--- config.mk ---
export PLATFORM = sky130hd
export DESIGN_NAME = alpharetz_spi_peripheral
export DESIGN_NICKNAME = d
export VERILOG_FILES = /design/src/rtl/alpharetz_spi_peripheral.sv
export SDC_FILE = /design/constraint.sdc
export NUM_CORES = 1
export LEC_CHECK = 0
export ABC_AREA = 1
export BUFFER_PORTS_ARGS = -buffer_cell sky130_fd_sc_hd__buf_4
export CAP_MARGIN = 20
export CORE_MARGIN = 4
export CORE_UTILIZATION = 50
export CTS_BUF_LIST = sky130_fd_sc_hd__clkbuf_16
export DETAILED_ROUTE_END_ITERATION = 8
export GPL_TIMING_DRIVEN = 1
export HOLD_SLACK_MARGIN = 0.1
export PLACE_DENSITY = 0.68
export SLEW_MARGIN = 15
export SYNTH_ARGS = -nofsm -noshare
export SYNTH_HDL_FRONTEND = slang
export SYNTH_SLANG_ARGS = --single-unit
--- constraint.sdc ---
create_clock -name sys_clk -period 1.5 [get_ports sys_clk]
set_clock_uncertainty 0.15 [all_clocks]
set_input_delay 0.15 -clock sys_clk [delete_from_list [all_inputs] [get_ports sys_clk]]
set_output_delay 0.15 -clock sys_clk [all_outputs]
set_load 0.1 [all_outputs]
--- src/rtl/alpharetz_spi_peripheral.sv ---
// SPI target endpoint: oversamples p_clk/p_sel_n/copi in sys_clk, LSB-first words, CPHA=0.
// Received words leave as an rx_valid pulse; reply words enter through a one-deep ready/valid buffer.
module alpharetz_spi_peripheral #(
    parameter int unsigned                SPI_DATA_WIDTH = 8,
    parameter bit                         CPOL           = 1'b0,
    parameter logic [SPI_DATA_WIDTH-1:0]  TX_IDLE_WORD   = '1
) (
    input  logic                      sys_clk,
    input  logic                      async_rst_n,
    input  logic                      p_clk,
    input  logic                      p_sel_n,
    input  logic                      copi,
    output logic                      cipo,
    output logic                      cipo_oe,
    input  logic [SPI_DATA_WIDTH-1:0] tx_data,
    input  logic                      tx_valid,
    output logic                      tx_ready,
    output logic [SPI_DATA_WIDTH-1:0] rx_data,
    output logic                      rx_valid,
    output logic                      tx_underrun,
    output logic                      frame_err,
    output logic                      busy
);

    localparam int unsigned CntW = (SPI_DATA_WIDTH > 1) ? $clog2(SPI_DATA_WIDTH) : 1;
    localparam logic [CntW-1:0] LastCnt = CntW'(SPI_DATA_WIDTH - 1);

    typedef enum logic [1:0] {StIdle, StLoad, StShift} state_e;

    state_e                    state;
    logic                      pclk_s1, pclk_s2, pclk_h;
    logic                      sel_s1, sel_s2, sel_h;
    logic                      copi_s1, copi_s2;
    logic [CntW-1:0]           bit_cnt;
    logic [SPI_DATA_WIDTH-1:0] rx_shift;
    logic [SPI_DATA_WIDTH-1:0] tx_shift;
    logic [SPI_DATA_WIDTH-1:0] tx_buf;
    logic                      word_done;

    logic pclk_rise, pclk_fall, lead_edge, trail_edge;
    logic sel_assert, deselect, buf_load, buf_consume;

    always_ff @(posedge sys_clk or negedge async_rst_n) begin
        if (!async_rst_n) begin
            pclk_s1 <= CPOL;
            pclk_s2 <= CPOL;
            pclk_h  <= CPOL;
            sel_s1  <= 1'b1;
            sel_s2  <= 1'b1;
            sel_h   <= 1'b1;
            copi_s1 <= 1'b0;
            copi_s2 <= 1'b0;
        end else begin
            pclk_s1 <= p_clk;
            pclk_s2 <= pclk_s1;
            pclk_h  <= pclk_s2;
            sel_s1  <= p_sel_n;
            sel_s2  <= sel_s1;
            sel_h   <= sel_s2;
            copi_s1 <= copi;
            copi_s2 <= copi_s1;
        end
    end

    always_comb begin
        pclk_rise   = pclk_s2 & ~pclk_h;
        pclk_fall   = ~pclk_s2 & pclk_h;
        lead_edge   = CPOL ? pclk_fall : pclk_rise;
        trail_edge  = CPOL ? pclk_rise : pclk_fall;
        sel_assert  = sel_h & ~sel_s2;
        deselect    = sel_s2;
        buf_load    = tx_valid & tx_ready;
        // The buffer is full exactly when tx_ready is low; a word start drains it.
        buf_consume = (state == StLoad) & ~deselect & ~tx_ready;
    end

    assign busy = (state != StIdle);

    always_ff @(posedge sys_clk or negedge async_rst_n) begin
        if (!async_rst_n) begin
            state       <= StIdle;
            cipo        <= 1'b0;
            cipo_oe     <= 1'b0;
            tx_ready    <= 1'b1;
            rx_data     <= '0;
            rx_valid    <= 1'b0;
            tx_underrun <= 1'b0;
            frame_err   <= 1'b0;
            bit_cnt     <= '0;
            rx_shift    <= '0;
            tx_shift    <= '0;
            tx_buf      <= '0;
            word_done   <= 1'b0;
        end else begin
            rx_valid    <= 1'b0;
            tx_underrun <= 1'b0;
            frame_err   <= 1'b0;
            word_done   <= 1'b0;

            if (word_done) begin
                rx_data  <= rx_shift;
                rx_valid <= 1'b1;
            end

            if (buf_load) begin
                tx_buf   <= tx_data;
                tx_ready <= 1'b0;
            end else if (buf_consume) begin
                tx_ready <= 1'b1;
            end

            // Deselect takes priority over any p_clk edge seen in the same cycle.
            if (state != StIdle && deselect) begin
                state   <= StIdle;
                cipo    <= 1'b0;
                cipo_oe <= 1'b0;
                bit_cnt <= '0;
                if (bit_cnt != '0) begin
                    frame_err <= 1'b1;
                end
            end else begin
                case (state)
                    StIdle: begin
                        if (sel_assert) begin
                            state <= StLoad;
                        end
                    end
                    StLoad: begin
                        if (!tx_ready) begin
                            tx_shift <= tx_buf;
                            cipo     <= tx_buf[0];
                        end else begin
                            tx_shift    <= TX_IDLE_WORD;
                            cipo        <= TX_IDLE_WORD[0];
                            tx_underrun <= 1'b1;
                        end
                        cipo_oe <= 1'b1;
                        bit_cnt <= '0;
                        state   <= StShift;
                    end
                    StShift: begin
                        if (lead_edge) begin
                            rx_shift <= {copi_s2, rx_shift[SPI_DATA_WIDTH-1:1]};
                            if (bit_cnt == LastCnt) begin
                                bit_cnt   <= '0;
                                word_done <= 1'b1;
                            end else begin
                                bit_cnt <= bit_cnt + CntW'(1);
                            end
                        end else if (trail_edge) begin
                            if (bit_cnt != '0) begin
                                tx_shift <= tx_shift >> 1;
                                cipo     <= tx_shift[1];
                            end else begin
                                // Word boundary: fetch the next reply for back-to-back words.
                                state <= StLoad;
                            end
                        end
                    end
                    default: state <= StIdle;
                endcase
            end
        end
    end

endmodule

==> flow_summary.toml, run 1 <==
[synth]
postSynthAreaPerCell_um2 = 9.73
synthArstFlopShare_pct = 100
syn-cell-area_um2 = 2140
yosysSeqAreaShare_pct = 59.9
ys_types = 23
syn_inst = 220
synth_top_cell_by_area = "dfrtp_1"
synth_area_leaders = "dfrtp_1, nand2_1, dfstp_2"
synth-seq-cells = 51
synth_nets = 237
yosys.area.top_type_share_pct = 55.0
synthTopCellsByCount = "nand2_1, dfrtp_1, nor2_1"
synth.most_common_cell = "nand2_1"
ys_warn_count = 0
synth_edf_count = 0
ys.flop_type = "dfrtp_1"

[timing]
fin_ws_ns = 0.0338
whs_ns = 0.200
setup_viol = 0
finalHoldViolCount = 0
slew_headroom_pct = 59.8
worst_pin_slew_ns = 0.603
maxSlewViolCount = 0
post-route-period-util_pct = 97.7
fmax_ghz = 0.682
period_minus_slack_ns = 1.47

[clock_network]
cts_sinks = 51
cts_max_level = 2
root_buffer = "clkbuf_16"
cts_tree = "built"
path_clk_slew_ns = 0.07
clock_path_buffers = 2
worstSkewPairLatency_ns = 0.29
cts_buffers = 5

[detailed_routing]
viasPerCell = 4.72
wirelength_um = 3800
drc = 0
drtPass1Iterations = 4
drt_iter0_drc = 96
drtAntennaViolNets = 0
vias = 1524
wl_per_cell_um = 11.8

[final_layout]
num-nets-final = 289
nFillCells = 296
diodes = 0
areaGrowthSynthToFinish_pct = 30.0
final_cells = 323
fin_util_pct = 68.5
layout-drive-gt1-share_pct = 29.3

[worst_setup_path]
critPathMaxFanout = 11
critPathTopFamily = "flip-flops"
critPathCaptureType = "output pin"
worstPathArrival_ns = 1.17
worstSetupPathType = "reg2out"
cp_num_buf_inv = 1
endpoint = "tx_ready"
worstSetupPathDepth = 1
critical_path_required_ns = 1.20
r2r-end = "bit_cnt[0]$_DFFE_PN0P_"
critPathMaxStageDelay_ns = 0.69
cp_slowest_cell = "dfstp_4"
start_kind = "register"
crit_path_start = "tx_ready$_DFFE_PN1P_"
rr_startpoint = "state[1]$_DFFE_PN0P_"
crit_chain = "buf_12"
reg2reg_depth = 6
r2r_slack_ns = 0.07

[place]
pre_cts_ws_ns = 0.0347
dpl.cell_count = 298
gp_congestion = 0.769
portBuffers = 28
dp_hpwl_um = 2460

[grt]
grt_pass1_wl_um = 6530
grt_pass1_vias = 1414
overflow = 0
grt_max_degree = 52
antenna_found_initial = 0
grt_usage_pct = 15.8

[die]
core_area_um2 = 4060
die_y_um = 73.4
dieWidth_um = 73.4
start_util_pct = 52.7
ios = 29
die_area_um2 = 5390
rows = 23

[pwr]
fin_total_pwr_w = 0.00512
power.density_nw_per_um2 = 1840
peakVddDrop_mv = 1.36
p_leak_nw = 1.43

[outcome]
status = "finished, final reports clean"

[job]
cap_violations = 0

[min_path]
hold_class = "reg2reg"
-- final cells by class --
cell class	count	area [µm²]	share of cell area [%]
Inverter	17	66.3	2.38
Tap cell	50	62.6	2.25
Clock buffer	5	125	4.50
Sequential cell	51	1290	46.3
Timing Repair Buffer	49	417	15.0
Multi-Input combinational cell	148	798	28.7
Clock inverter	3	25.0	0.900
-- flip-flops by register name, indices dropped and copies added, names as in the netlist, 2 cells and up --
name      flops
rx_shift      8
bit_cnt       3
state         2
rx_data       8
tx_buf        8
tx_shift      7
-- worst min path at each step --
stage	startpoint	end	slack (ns)	depth (start not counted)
2_1_floorplan	async_rst_n	bit_cnt[0]$_DFFE_PN0P_	-0.30	0
3_3_place_gp	async_rst_n	rx_shift[0]$_DFFE_PN0P_	0.06	1
3_5_place_dp	async_rst_n	rx_valid$_DFF_PN0_	0.07	1
4_1_cts	pclk_s1$_DFF_PN0_	pclk_s2$_DFF_PN0_	0.20	0
5_1_grt	pclk_s1$_DFF_PN0_	pclk_s2$_DFF_PN0_	0.21	0
6_report	pclk_s1$_DFF_PN0_	pclk_s2$_DFF_PN0_	0.20	0
-- worst reg2reg max path: cells and delay by family (launching register included) --
kind            cells  cell delay, ns
flops               1            0.44
compound gates      2            0.34
simple gates        2            0.17
buf+inv             2            0.26
-- through the flow --
| step | cell area, µm² | setup TNS [ns] |
|---|---|---|
| after floorplan | 2160 | 0 |
| after global placement | 2420 | 0 |
| after detailed placement | 2420 | 0 |
| after CTS | 2710 | 0 |
| after global routing | 2780 | -0.00829 |
| final | 2780 | 0 |
-- layer usage --
layer  up-vias  share of wire, %  GRT usage (%)  wire length (µm)
met5         -                 0              0                 0
met4         0               1.5           6.04                56
met3         5               4.4           4.65               166
met2        34                42           22.2              1610
met1       690                52           23.2              1960
li1        795                 -              -                 -
-- timing repair --
| action | CTS | global route |
|---|---|---|
| hold buffers | 13 | 0 |
| pin swaps | 0 | 4 |
| endpoints found under the hold margin | 58 | 0 |
| endpoints found under the setup margin | 2 | 15 |
| resized for setup | 3 | 11 |
| setup buffers | 0 | 4 |
| cloned | 0 | 0 |
-- placed cells by master, fill, tap and decap left out, drive strengths merged --
| master | n |
|---|---|
| nand2 | 83 |
| dfrtp | 47 |
| buf | 36 |
| nor2 | 20 |
| inv | 18 |
| dlygate4sd3 | 13 |
| o21ai | 13 |
| nand3 | 12 |
| a21oi | 12 |
| clkbuf | 5 |
| mux2 | 4 |
| dfstp | 4 |
| ha | 3 |
| clkinv | 1 |
| nor3 | 1 |
| clkinvlp | 1 |
-- cells by family after synthesis --
logic type      after synthesis  share of synthesized area, %
fa+ha+maj                     3                          1.75
buf+inv                      21                          4.50
simple gates                116                          24.3
compound gates               25                          7.43
flops                        51                          59.9
mux                           4                          2.11
-- power breakdown --
group	internal, W	switching (W)	total [W]	leakage (nW)
clock	0.000630	0.000501	0.00113	0.0708
combinational	0.000641	0.00132	0.00196	0.712
sequential	0.00177	0.000264	0.00203	0.647
total	0.00304	0.00208	0.00512	1.43
Note: power is estimated with default switching activity, not from simulation.
==> run 2, diff against run 1 <==
- CORE_UTILIZATION: 50 -> 55
- PLACE_DENSITY: 0.68 -> 0.74
==> run 2 against run 1 <==
Hold slack lost 0.068 ns. Setup slack improved by 0.0089 ns. Total power decreased by 0.58%. Die area fell by 8.1%. Sequential power is essentially flat. Critical path depth unchanged.
==> flow_summary.toml, run 2 (synthesis gave the netlist of run 1 again) <==
[outcome]
status = "finished, final reports clean"

[timing]
period_minus_slack_ns = 1.46
slew_headroom_pct = 71.2
maxSlewViolCount = 0
finalHoldViolCount = 0
fin_ws_ns = 0.0427
post-route-period-util_pct = 97.2
fmax_ghz = 0.686
setup_viol = 0
finalSetupTns_ns = 0
rsz0062_at_grt = "yes"
worst_pin_slew_ns = 0.431

[clock_network]
cts_max_level = 2
worstSkewPairLatency_ns = 0.29
cts_sinks = 51
path_clk_slew_ns = 0.07
clock_path_buffers = 2
cts_buffers = 5
cts_tree = "built"
root_buffer = "clkbuf_16"

[grt]
grt_pass1_vias = 1485
grt_pass1_wl_um = 6780
antenna_found_initial = 0
overflow = 0
grt_usage_pct = 17.4
grt_max_degree = 32

[detailed_routing]
drtAntennaViolNets = 0
drt_iter0_drc = 96
drtPass1Iterations = 4
wl_per_cell_um = 12.1
vias = 1568
drc = 0
viasPerCell = 4.90
wirelength_um = 3860

[pwr]
p_leak_nw = 1.43
sw_frac_of_total_pct = 40.5
intPower_w = 0.00303
fin_total_pwr_w = 0.00509
power.density_nw_per_um2 = 1840
combPwrFrac_pct = 38.4
switchingPower_w = 0.00206
power.sequential.fraction_pct = 39.6
clkPwrFrac_pct = 22.0
peakVddDrop_mv = 1.53

[final_layout]
layout-drive-gt1-share_pct = 29.0
most-common-layout-cells = "nand2_1, dfrtp_1, buf_4, nor2_1, dlygate4sd3_1"
final_cells = 320
reg_top3 = "rx_data: 8 flops, rx_shift: 8 flops, tx_buf: 8 flops"
final_common_cell = "nand2_1"
diodes = 0
areaGrowthSynthToFinish_pct = 29.7
num-nets-final = 288

[min_path]
hold_class = "in2async"

[die]
die_y_um = 70.4
start_util_pct = 57.6
core_area_um2 = 3720
die_area_um2 = 4950
rows = 22
ios = 29
dieWidth_um = 70.4

[worst_setup_path]
r2r-end = "rx_shift[1]$_DFFE_PN0P_"
r2r_slack_ns = 0.07
start_kind = "register"
critPathTopFamily = "flip-flops"
critPathMaxStageDelay_ns = 0.68
cp_num_buf_inv = 1
crit_chain = "buf_12"
rr_startpoint = "state[0]$_DFFE_PN0P_"
critPathMaxFanout = 9
critical_path_required_ns = 1.20
reg2reg_depth = 6
worstPathArrival_ns = 1.16
worstSetupPathType = "reg2out"
critPathCaptureType = "output pin"
cp_slowest_cell = "dfstp_4"

[place]
gp_congestion = 0.789
dp_hpwl_um = 2600
dpl.cell_count = 295
portBuffers = 28
pre_cts_ws_ns = 0.0375

[job]
cap_violations = 0
==> run 2: worst max-delay path by stage <==
stage / start / end / cells past startpoint
floorplan: tx_ready$_DFFE_PN1P_ / tx_buf[0]$_DFFE_PN0P_ / 5
global placement: state[0]$_DFFE_PN0P_ / rx_shift[5]$_DFFE_PN0P_ / 6
detailed placement: bit_cnt[0]$_DFFE_PN0P_ / tx_shift[5]$_DFFE_PN0P_ / 8
CTS: tx_ready$_DFFE_PN1P_ / tx_ready / 1
global route: bit_cnt[0]$_DFFE_PN0P_ / tx_shift[7]$_DFFE_PN0P_ / 8
finish: tx_ready$_DFFE_PN1P_ / tx_ready / 1
==> run 2: per-layer routing <==
metal | track usage [%] | routed length [µm]
met5 | 0 | 0
met4 | 6.60 | 76
met3 | 5.18 | 181
met2 | 24.6 | 1730
met1 | 25.1 | 1870
==> run 2: layout make-up <==
type,count,area (µm²)
inverters,17,63.8
well taps,48,60.1
multi-input cells,148,796
clock buffers,5,125
repair buffers,48,422
clock inverters,3,22.5
flip-flops and latches,51,1290
fillers,257,941
==> run 2: timing repair <==
item	CTS	global route
pin swaps	0	1
endpoints found under the setup margin	2	16
setup buffers	0	4
hold buffers	13	0
gates resized for setup	3	10
endpoints found under the hold margin	62	0
==> run 2: through the flow <==
stage / area (µm²) / hold WS, ns / util, %
4_1_cts: 2710 / 0.133 / 73.0
2_1_floorplan: 2160 / -0.296 / -
3_3_place_gp: 2420 / -0.0980 / 65.2
3_5_place_dp: 2420 / -0.0972 / 65.2
5_1_grt: 2780 / 0.164 / 74.7
6_report: 2780 / 0.132 / 74.7
==> run 2: power groups by stage <==
stage / clock (W) / sequential (W) / combinational [W]
3_3_place_gp: 0 / 0.00202 / 0.00177
2_1_floorplan: 0 / 0.00230 / 0.00114
3_5_place_dp: 0 / 0.00202 / 0.00180
4_1_cts: 0.00115 / 0.00201 / 0.00186
5_1_grt: 0.00121 / 0.00206 / 0.00216
6_report: 0.00112 / 0.00202 / 0.00196
==> run 3, diff against run 2 <==
- SETUP_SLACK_MARGIN: not set -> 0.5
==> run 3 against run 2 <==
The run now fails in global routing. Synthesized cell count is the same. Synthesized area stayed put.
==> flow_summary.toml, run 3 <==
[clock_network]
cts_sinks = 51
clock_path_buffers = 2
root_buffer = "clkbuf_16"
cts_max_level = 2
cts_buffers = 5

[place]
gp_congestion = 0.887
place_area_um2 = 2570
portBuffers = 28
dp_hpwl_um = 2680

[synth]
yosys.area.top_type_share_pct = 55.0
synthArstFlopShare_pct = 100
ys_warn_count = 0
synth_edf_count = 0
postSynthAreaPerCell_um2 = 9.73
synth_nets = 237
synth_top_cell_by_area = "dfrtp_1"
synth_area_leaders = "dfrtp_1, nand2_1, dfstp_2"
ys.flop_type = "dfrtp_1"
syn_inst = 220
synth-seq-cells = 51
ys_types = 23
yosysSeqAreaShare_pct = 59.9
syn-cell-area_um2 = 2140
synth.most_common_cell = "nand2_1"
synthTopCellsByCount = "nand2_1, dfrtp_1, nor2_1"

[timing]
worst-ep-kind = "register input"
crit_endpoint = "cipo$_DFFE_PN0P_/D"

[die]
start_util_pct = 57.6
die_y_um = 70.4
dieWidth_um = 70.4
ios = 29
rows = 22

[outcome]
lastStage = "global routing"
error = "[ERROR DPL-0033] detailed placement checks failed during check placement."
status = "stopped before the end"

[grt]
grt_max_degree = 30
antenna_found_initial = 0
## run 3: cell counts after synthesis
Identical to the previous run, type by type.
## run 3: kinds of logic after synthesis
family                     count (synthesis)  synth area share, %
and+or+nand+nor                          116                 24.3
DFF                                       51                 59.9
adders and majority gates                  3                 1.75
AOI/OAI and AO/OA                         25                 7.43
muxes                                      4                 2.11
buffers and inverters                     21                 4.50
## run 3: through the flow
stage / setup WS [ns] / cells
2_1_floorplan: 0.0322 / 220
3_3_place_gp: 0.0679 / 300
3_5_place_dp: 0.0630 / 300
4_1_cts: 0.0595 / 340
## run 3: repair_timing
action,CTS
gates cloned,2
endpoints found under the hold margin,63
pin swaps,11
endpoints found under the setup margin,57
buffers inserted,18
hold buffers,12
resized for setup,74
==> run 4, diff against run 3 <==
- CORE_UTILIZATION: 55 -> 40
- CTS_BUF_LIST: sky130_fd_sc_hd__clkbuf_16 -> not set
- HOLD_SLACK_MARGIN: 0.1 -> not set
- PLACE_DENSITY: 0.74 -> not set
- PLACE_DENSITY_LB_ADDON: not set -> 0.15
- SETUP_SLACK_MARGIN: 0.5 -> not set
==> run 4 against run 3 <==
The run now ends clean.
==> flow_summary.toml, run 4 (synthesis gave the netlist of run 1 again) <==
[worst_setup_path]
critPathCaptureType = "output pin"
critical_path_required_ns = 1.20
crit_chain = "buf_12"
critPathMaxFanout = 8
worstSetupPathType = "reg2out"
critPathTopFamily = "flip-flops"
cp_slowest_cell = "dfstp_4"
worstSetupPathDepth = 1
start_kind = "register"
worstPathArrival_ns = 1.17
critPathMaxStageDelay_ns = 0.68
reg2reg_depth = 6
cp_num_buf_inv = 1

[outcome]
status = "finished, final reports clean"

[pwr]
power.density_nw_per_um2 = 1730
peakVddDrop_mv = 0.915
sw_frac_of_total_pct = 41.7
combPwrFrac_pct = 41.5
fin_total_pwr_w = 0.00484
clkPwrFrac_pct = 17.0
switchingPower_w = 0.00202
p_leak_nw = 1.44
power.sequential.fraction_pct = 41.5
intPower_w = 0.00283

[clock_network]
path_clk_slew_ns = 0.09
cts_tree = "built"
cts_sinks = 51
root_buffer = "clkbuf_8"
worstSkewPairLatency_ns = 0.30
cts_max_level = 2
clock_path_buffers = 2
cts_buffers = 5

[timing]
setup_viol = 0
worst_pin_slew_ns = 0.456
slew_headroom_pct = 69.5
rsz0062_at_grt = "yes"
whs_ns = 0.0383
fmax_ghz = 0.681
finalHoldViolCount = 0
maxSlewViolCount = 0
post-route-period-util_pct = 97.8
period_minus_slack_ns = 1.47
finalSetupTns_ns = 0

[place]
portBuffers = 28
gp_congestion = 0.784
place_area_um2 = 2460
dp_hpwl_um = 2680

[detailed_routing]
drc = 0
wl_met1_um = 1940
route.met3.wl_um = 189
drtPass1Iterations = 4
viasPerCell = 4.45
drt_iter0_drc = 68
wl_per_cell_um = 11.1
highest_layer = "met4"
drtAntennaViolNets = 0
vias = 1538
route.met2.wl_um = 1670
wirelength_um = 3850

[grt]
grt_max_degree = 32
overflow = 0
grt_pass1_vias = 1449
grt_usage_pct = 13.3
antenna_found_initial = 0
grt_pass1_wl_um = 6780

[final_layout]
areaGrowthSynthToFinish_pct = 31.2
diodes = 0
layout-drive-gt1-share_pct = 31.5
num-nets-final = 292
final_common_cell = "nand2_1"
stdcell_area_um2 = 2810
fin_util_pct = 54.6
reg_top3 = "rx_data: 8 flops, rx_shift: 8 flops, tx_buf: 8 flops"
most-common-layout-cells = "nand2_1, dfrtp_1, buf_4, nor2_1, dlygate4sd3_1"

[die]
rows = 26
die_area_um2 = 6580
die_y_um = 81.1
core_area_um2 = 5140
ios = 29
dieWidth_um = 81.1
start_util_pct = 41.6

[min_path]
holdPathStages = 4
hold_class = "in2reg"

[job]
cap_violations = 0
-- run 4: worst paths after layout --
check	end	slack [ns]	startpoint
hold reg to reg	pclk_s2$_DFF_PN0_	0.20	pclk_s1$_DFF_PN0_
setup reg to reg	bit_cnt[1]$_DFFE_PN0P_	0.06	bit_cnt[0]$_DFFE_PN0P_
min in group asynchronous	rx_data[2]$_DFFE_PN0P_	0.11	async_rst_n
max in group asynchronous	tx_ready$_DFFE_PN1P_	0.58	async_rst_n
hold / removal	tx_ready$_DFFE_PN1P_	0.04	tx_valid
setup / recovery	tx_ready	0.03	tx_ready$_DFFE_PN1P_
-- run 4: power groups by stage --
stage	combinational (W)	clock (W)	sequential, W
6_report	0.00201	0.000824	0.00201
3_5_place_dp	0.00179	0	0.00203
2_1_floorplan	0.00114	0	0.00230
3_3_place_gp	0.00178	0	0.00203
4_1_cts	0.00187	0.000874	0.00202
5_1_grt	0.00223	0.000922	0.00206
-- run 4: layout make-up --
class	count	area [µm²]
Sequential cell	51	1290
Clock inverter	2	16.3
Clock buffer	6	82.6
Tap cell	70	87.6
Timing Repair Buffer	52	462
Multi-Input combinational cell	148	806
Fill cell	492	2330
Inverter	17	66.3
-- run 4: what timing repair did --
action	CTS	global route
pin swaps	0	4
endpoints found under the hold margin	59	0
gates resized for setup	6	12
hold buffers	12	0
buffers inserted	0	8
cloned	0	0
setup endpoints to repair	9	13
-- run 4: through the flow --
step	cells	setup slack, ns
2_1_floorplan	220	0.0144
3_3_place_gp	318	0.0202
3_5_place_dp	318	0.000669
4_1_cts	338	-0.00476
5_1_grt	346	-0.0140
6_report	346	0.0324
-- run 4: routing by layer --
layer | vias to the layer above | global-route usage (%)
met5 | - | 0
met4 | 0 | 3.55
met3 | 4 | 3.66
met2 | 38 | 19.3
met1 | 696 | 19.7
li1 | 800 | -
